===== src/rtl/frame_scaler.sv =====
// frame_scaler: walks every destination pixel in raster order and writes it
// once to the frame buffer. Pixels inside the output region are produced from
// the source ROM by copy, 2x replicate, 2x/4x decimation or 2x2/4x4 block
// averaging. All other pixels get BG.
//
// Ports
//   clock, reset      rising-edge clock, synchronous active-high reset
//   start             begin a transfer (sampled only in IDLE)
//   mode[2:0]         transform select, latched on an accepted start
//   busy, done        transfer in progress / one-cycle completion pulse
//   src_addr, src_q   source ROM read port (q valid MEM_LAT cycles after addr)
//   dst_addr, dst_data, dst_wren   frame buffer write port
module frame_scaler #(
  parameter int SRC_W   = 320,
  parameter int SRC_H   = 240,
  parameter int DST_W   = 640,
  parameter int DST_H   = 480,
  parameter int PIX_W   = 8,
  parameter int SRC_AW  = 17,
  parameter int DST_AW  = 19,
  parameter int MEM_LAT = 1,
  parameter logic [PIX_W-1:0] BG = '0
) (
  input  logic              clock,
  input  logic              reset,
  input  logic              start,
  input  logic [2:0]        mode,
  output logic              busy,
  output logic              done,
  output logic [SRC_AW-1:0] src_addr,
  input  logic [PIX_W-1:0]  src_q,
  output logic [DST_AW-1:0] dst_addr,
  output logic [PIX_W-1:0]  dst_data,
  output logic              dst_wren
);

  function automatic int clip(input int v, input int lim);
    return (v < lim) ? v : lim;
  endfunction

  localparam int XW     = $clog2(DST_W + 1);
  localparam int YW     = $clog2(DST_H + 1);
  localparam int AW     = PIX_W + 4;
  localparam int STAGES = MEM_LAT - 1;

  // Output region per mode family, clipped to the destination.
  localparam int OW0 = clip(SRC_W,      DST_W);
  localparam int OH0 = clip(SRC_H,      DST_H);
  localparam int OW1 = clip(2 * SRC_W,  DST_W);
  localparam int OH1 = clip(2 * SRC_H,  DST_H);
  localparam int OW2 = clip(SRC_W >> 1, DST_W);
  localparam int OH2 = clip(SRC_H >> 1, DST_H);
  localparam int OW4 = clip(SRC_W >> 2, DST_W);
  localparam int OH4 = clip(SRC_H >> 2, DST_H);

  typedef enum logic [2:0] {IDLE, ISSUE, WAIT, WRITE, DONE} state_t;

  function automatic logic [2:0] mode_norm(input logic [2:0] m);
    return (m > 3'd5) ? 3'd0 : m;
  endfunction

  function automatic logic [XW-1:0] ow_of(input logic [2:0] m);
    case (m)
      3'd1:       return XW'(OW1);
      3'd2, 3'd3: return XW'(OW2);
      3'd4, 3'd5: return XW'(OW4);
      default:    return XW'(OW0);
    endcase
  endfunction

  function automatic logic [YW-1:0] oh_of(input logic [2:0] m);
    case (m)
      3'd1:       return YW'(OH1);
      3'd2, 3'd3: return YW'(OH2);
      3'd4, 3'd5: return YW'(OH4);
      default:    return YW'(OH0);
    endcase
  endfunction

  // Source column of the first sample for destination column dx.
  function automatic logic [SRC_AW-1:0] sx_of(input logic [2:0] m, input logic [XW-1:0] dx);
    case (m)
      3'd1:       return SRC_AW'(dx >> 1);
      3'd2, 3'd3: return SRC_AW'(dx) << 1;
      3'd4, 3'd5: return SRC_AW'(dx) << 2;
      default:    return SRC_AW'(dx);
    endcase
  endfunction

  // Highest sub-sample offset inside a block (0 = single sample).
  function automatic logic [1:0] smax_of(input logic [2:0] m);
    case (m)
      3'd3:    return 2'd1;
      3'd5:    return 2'd3;
      default: return 2'd0;
    endcase
  endfunction

  state_t              state, state_nxt;
  logic [2:0]          mode_q;
  logic [XW-1:0]       x;
  logic [YW-1:0]       y;
  logic [DST_AW-1:0]   dst_row;   // y*DST_W
  logic [SRC_AW-1:0]   s_row;     // first-sample source row * SRC_W
  logic [SRC_AW-1:0]   samp_row;  // s_row + sj*SRC_W
  logic [1:0]          si, sj;
  logic [AW-1:0]       acc;
  logic [STAGES:0]     vld_pipe;

  logic [2:0]          mode_in;
  logic                first_in;
  logic                x_last, pix_last, in_n, samp_last, wait_last;
  logic [XW-1:0]       x_n;
  logic [YW-1:0]       y_n;
  logic [DST_AW-1:0]   dst_row_n;
  logic [SRC_AW-1:0]   s_row_n, row_step, sx_cur, samp_row_n;
  logic [1:0]          smax, si_n, sj_n;
  logic [AW-1:0]       sum;
  logic [PIX_W-1:0]    result;

  // ---------------- datapath helpers ----------------
  always_comb begin
    mode_in  = mode_norm(mode);
    first_in = (ow_of(mode_in) != '0) && (oh_of(mode_in) != '0);

    x_last   = (x == XW'(DST_W - 1));
    pix_last = x_last && (y == YW'(DST_H - 1));

    // Replicate mode advances the source row only every second line.
    case (mode_q)
      3'd1:       row_step = y[0] ? SRC_AW'(SRC_W) : '0;
      3'd2, 3'd3: row_step = SRC_AW'(2 * SRC_W);
      3'd4, 3'd5: row_step = SRC_AW'(4 * SRC_W);
      default:    row_step = SRC_AW'(SRC_W);
    endcase

    x_n       = x_last ? '0 : x + 1'b1;
    y_n       = x_last ? y + 1'b1 : y;
    dst_row_n = x_last ? dst_row + DST_AW'(DST_W) : dst_row;
    s_row_n   = x_last ? s_row + row_step : s_row;
    in_n      = (x_n < ow_of(mode_q)) && (y_n < oh_of(mode_q));

    smax       = smax_of(mode_q);
    samp_last  = (si == smax) && (sj == smax);
    si_n       = (si == smax) ? 2'd0 : si + 2'd1;
    sj_n       = (si == smax) ? sj + 2'd1 : sj;
    samp_row_n = (si == smax) ? samp_row + SRC_AW'(SRC_W) : samp_row;
    sx_cur     = sx_of(mode_q, x);

    wait_last = vld_pipe[STAGES];
    sum       = acc + AW'(src_q);
    case (mode_q)
      3'd3:    result = PIX_W'(sum >> 2);
      3'd5:    result = PIX_W'(sum >> 4);
      default: result = src_q;
    endcase
  end

  // ---------------- FSM ----------------
  always_ff @(posedge clock) begin
    if (reset) state <= IDLE;
    else       state <= state_nxt;
  end

  always_comb begin
    state_nxt = state;
    busy      = 1'b0;
    done      = 1'b0;
    dst_wren  = 1'b0;
    case (state)
      IDLE:  if (start) state_nxt = first_in ? ISSUE : WRITE;
      ISSUE: begin
        busy      = 1'b1;
        state_nxt = WAIT;
      end
      WAIT: begin
        busy = 1'b1;
        if (wait_last) state_nxt = samp_last ? WRITE : ISSUE;
      end
      WRITE: begin
        busy      = 1'b1;
        dst_wren  = 1'b1;
        state_nxt = pix_last ? DONE : (in_n ? ISSUE : WRITE);
      end
      DONE: begin
        done      = 1'b1;
        state_nxt = IDLE;
      end
      default: state_nxt = IDLE;
    endcase
  end

  // ---------------- datapath registers ----------------
  // src_addr is loaded on the edge entering ISSUE and held through WAIT.
  // dst_addr/dst_data are loaded on the edge entering WRITE, so they move
  // only together with the write strobe.
  always_ff @(posedge clock) begin
    if (reset) begin
      mode_q   <= '0;
      x        <= '0;
      y        <= '0;
      dst_row  <= '0;
      s_row    <= '0;
      samp_row <= '0;
      si       <= '0;
      sj       <= '0;
      acc      <= '0;
      vld_pipe <= '0;
      src_addr <= '0;
      dst_addr <= '0;
      dst_data <= '0;
    end else begin
      // One bit per WAIT cycle after ISSUE; the top bit marks the last one.
      vld_pipe <= (vld_pipe << 1) | (STAGES+1)'(state == ISSUE);
      case (state)
        IDLE: if (start) begin
          mode_q   <= mode_in;
          x        <= '0;
          y        <= '0;
          dst_row  <= '0;
          s_row    <= '0;
          samp_row <= '0;
          si       <= '0;
          sj       <= '0;
          acc      <= '0;
          if (first_in) src_addr <= '0;
          else begin
            dst_addr <= '0;
            dst_data <= BG;
          end
        end
        WAIT: if (wait_last) begin
          if (!samp_last) begin
            acc      <= sum;
            si       <= si_n;
            sj       <= sj_n;
            samp_row <= samp_row_n;
            src_addr <= samp_row_n + sx_cur + SRC_AW'(si_n);
          end else begin
            acc      <= '0;
            dst_addr <= dst_row + DST_AW'(x);
            dst_data <= result;
          end
        end
        WRITE: if (!pix_last) begin
          x        <= x_n;
          y        <= y_n;
          dst_row  <= dst_row_n;
          s_row    <= s_row_n;
          samp_row <= s_row_n;
          si       <= '0;
          sj       <= '0;
          if (in_n) src_addr <= s_row_n + sx_of(mode_q, x_n);
          else begin
            dst_addr <= dst_row_n + DST_AW'(x_n);
            dst_data <= BG;
          end
        end
        default: ;
      endcase
    end
  end

endmodule

===== config.mk =====
export PLATFORM = sky130hd
export DESIGN_NAME = frame_scaler
export DESIGN_NICKNAME = d
export VERILOG_FILES = /design/src/rtl/frame_scaler.sv
export SDC_FILE = /design/constraint.sdc
export NUM_CORES = 1
export LEC_CHECK = 0
export ABC_AREA = 1
export BUFFER_PORTS_ARGS = -buffer_cell sky130_fd_sc_hd__buf_2
export CORE_MARGIN = 4
export CORE_UTILIZATION = 40
export DETAILED_ROUTE_END_ITERATION = 10
export SYNTH_ARGS = -nofsm -noshare
export SYNTH_HDL_FRONTEND = slang
export SYNTH_SLANG_ARGS = --single-unit

===== constraint.sdc =====
create_clock -name clock -period 4.6 [get_ports clock]
set_input_delay 0.46 -clock clock [delete_from_list [all_inputs] [get_ports clock]]
set_output_delay 0.46 -clock clock [all_outputs]
set_load 0.02 [all_outputs]

==> results.yml <==
global_routing:
  grt_antenna_before_repair: 0
  grt_pass1_wl_mm: 46.72
  global_route.usage.total_pct: 21.61
  grt_start_max_net_pins: 79
  gr-total-overflow: 0
  grt_pass1_vias: 9214
floorplan:
  core_mm2: 0.02354
  die_w_um: 162.8
  start_util_pct: 40.70
  dieArea_mm2: 0.02650
  die_h_um: 162.8
  ios: 61
  rows: 56
final_layout:
  final_nets: 1659
  drive_gt1_share_pct: 9.887
  nFillCells: 2538
  area_delta_synth_final_pct: 12.20
  n_antenna_cell: 0
synthesis:
  syn-cell-area_mm2: 0.009583
  yosys.area.top_type_share_pct: 25.28
  synth_edf_count: 0
  ys_seq_elements: 121
  synth-seq-area-share_pct: 25.28
  synth_area_leader_cell: "dfxtp_1"
  async_flop_share_pct: 0
  netlist_top_cells_count: "453 x nand2_1, 176 x inv_1, 137 x nor2_1"
  synth.area.top_cells: "dfxtp_1 25%, nand2_1 18%, ha_1 8.5%, a21oi_1 6.9%, inv_1 6.9%"
  ys.flop_type: "dfxtp_1"
  synth.most_common_cell: "nand2_1"
  synth_cells: 1536
  synth_nets: 1620
  synth.distinct_cells: 51
  yosysWarnings: 0
  avgSynthCellArea_um2: 6.239
clock_network:
  numCtsBuffers: 17
  cts_resized: 0
  post_cts_buffers: 0
  cts_tree: "built"
  clock-sinks: 121
  cts_root_buf: "clkbuf_16"
  clk_pin_slew_ns: 0.06
  ctsHtreeMaxLevel: 4
  cts_buffer_depth: 2
  clk_latency_ns: 0.43
  ctsHoldBuffers: 0
setup_path:
  crit_path_max_incr_delay_ns: 0.44
  worstPathArrival_ns: 4.47
  path_max_fanout: 16
  r2r-start: "mode_q[1]"
  worst_path_max_delay_cell: "dfxtp_1"
  endpoint_kind: "flop"
  start_kind: "flop"
  cp-startpoint: "mode_q[1]"
  crit_top_cell: "nand2_1"
  path_class: "flop to flop"
  worstPathRequired_ns: 4.95
sta:
  period_share_pct: 89.59
  rsz0062_at_grt: "no"
  setup_violations: 0
  fin_crit_ns: 4.121
  max_freq_mhz: 242.7
  setup_tns_ns: 0
  slew_headroom_pct: 35.45
  finClkSkew_ns: 0.01106
  final_hold_viol_count: 0
  slew_violations: 0
  worst_slew_pin_slew_ns: 0.9683
pwr:
  p_per_area_mw_per_mm2: 510.4
  ir_worst_vdd_uv: 272.3
  pwr-share-comb_pct: 48.1
  switching_share_pct: 46.93
  power_mw: 5.488
  p_leak_nw: 4.970
  p_seq_share_pct: 26.1
  pwr-share-clk_pct: 25.8
  intPower_mw: 2.912
  p_switching_mw: 2.575
route:
  viasPerCell: 5.197
  routedWlPerCell_um: 14.84
  firstDrtPassIters: 5
  drt-total-wl_mm: 28.31
  drt_iter0_drc: 677
  route.detailed.drc: 0
  ant_nets: 0
  dr_total_vias: 9910
place:
  dp_hpwl_mm: 20.79
  place_congestion: 0.9278
  portBuffers: 60
run:
  maxCapViolCount: 0
status:
  outcome: "finished, final reports clean"
min_path:
  hold_start: "mode[0]"
  min_path_type: "input pin to flop"
## critical path: cells and delay by family (launching register included)
kind,cells,cell delay [ns]
AO/OA/AOI/OAI,3,0.41
XOR/XNOR,1,0.12
adder cells (fa/ha/maj),4,1.33
buffers and inverters,4,0.31
flip-flops,1,0.44
AND/OR/NAND/NOR,13,1.44
## power by group through the flow
stage	clock, mW	sequential [mW]	combinational [mW]
floorplan	0	1.50	1.92
global placement	0	1.45	2.61
detailed placement	0	1.45	2.62
CTS	1.44	1.43	2.64
global route	1.50	1.46	2.97
finish	1.42	1.43	2.64
## sequential cells by signal (all words and copies together) (netlist names), 8 cells and up
| register | cells |
|---|---|
| y | 9 |
| dst_row | 12 |
| samp_row | 12 |
| x | 10 |
| acc | 12 |
| dst_data | 8 |
| s_row | 11 |
| dst_addr | 19 |
| src_addr | 17 |
## area by class of cell
class | instances | area, um^2 | area share, %
multi-input cells | 1173 | 6202 | 57.69
inverters | 186 | 698.2 | 6.494
repair buffers | 76 | 420.4 | 3.910
flip-flops and latches | 121 | 2422 | 22.53
clock buffers | 19 | 442.9 | 4.120
well taps | 319 | 399.1 | 3.712
clock inverters | 13 | 166.4 | 1.548
## stage by stage
stage	instance area [um^2]	worst slack, ns	instances	utilization (%)	hold slack [ns]
5_1_grt	10750	0.05829	1907	45.67	0.3685
6_report	10750	0.4790	1907	45.67	0.3819
2_1_floorplan	9583	0.7918	1536	-	0.4491
3_5_place_dp	10140	0.5539	1875	43.08	0.4522
4_1_cts	10750	0.5159	1907	45.67	0.3622
3_3_place_gp	10140	0.7088	1875	43.08	0.4467
## placed cells by master, fill, tap and decap left out, types with 3 or more instances in the layout
master / n
a211oi_1: 12
a21boi_0: 3
a21oi_1: 133
a21oi_2: 6
a22oi_1: 4
a31oi_1: 10
buf_2: 60
buf_4: 16
bufinv_16: 3
clkbuf_16: 17
clkinvlp_4: 3
dfxtp_1: 121
fa_1: 5
ha_1: 65
inv_1: 176
inv_2: 10
inv_6: 4
nand2_1: 453
nand2_2: 7
nand3_1: 99
nand3_2: 6
nand3b_1: 3
nand4_1: 12
nor2_1: 135
nor2_2: 5
nor2_4: 7
nor3_1: 13
nor3_2: 3
o211ai_1: 6
o21ai_0: 93
o21ai_1: 6
o221ai_1: 15
o22ai_1: 18
xnor2_1: 7
xor2_1: 28
## layer usage
metal / global-route usage, % / vias to the layer above / share of wire (%)
li1: - / 5136 / -
met1: 29.60 / 4506 / 48
met2: 35.21 / 228 / 45
met3: 2.860 / 40 / 4.4
met4: 7.244 / 0 / 2.2
met5: 0 / - / 0
## final timing paths
check	endpoint	slack, ns	cells after the start
worst max-delay path	src_addr[16]	0.48	25
worst min-delay path	mode_q[0]	0.38	3
worst max register to register	src_addr[16]	0.48	25
worst min register to register	src_addr[9]	0.46	2
## cell families (layout without fill, tap and decap cells)
family	after synthesis	after routing	share of synthesized area [%]
and+or+nand+nor	749	749	32.95
AOI/OAI and AO/OA	318	318	18.89
buffers and inverters	242	294	10.11
DFF	121	121	25.28
adders and majority gates	70	70	9.531
xor gates and xnor gates	35	35	3.199
other	1	1	0.03913
Note: power is estimated with default switching activity, not from simulation.
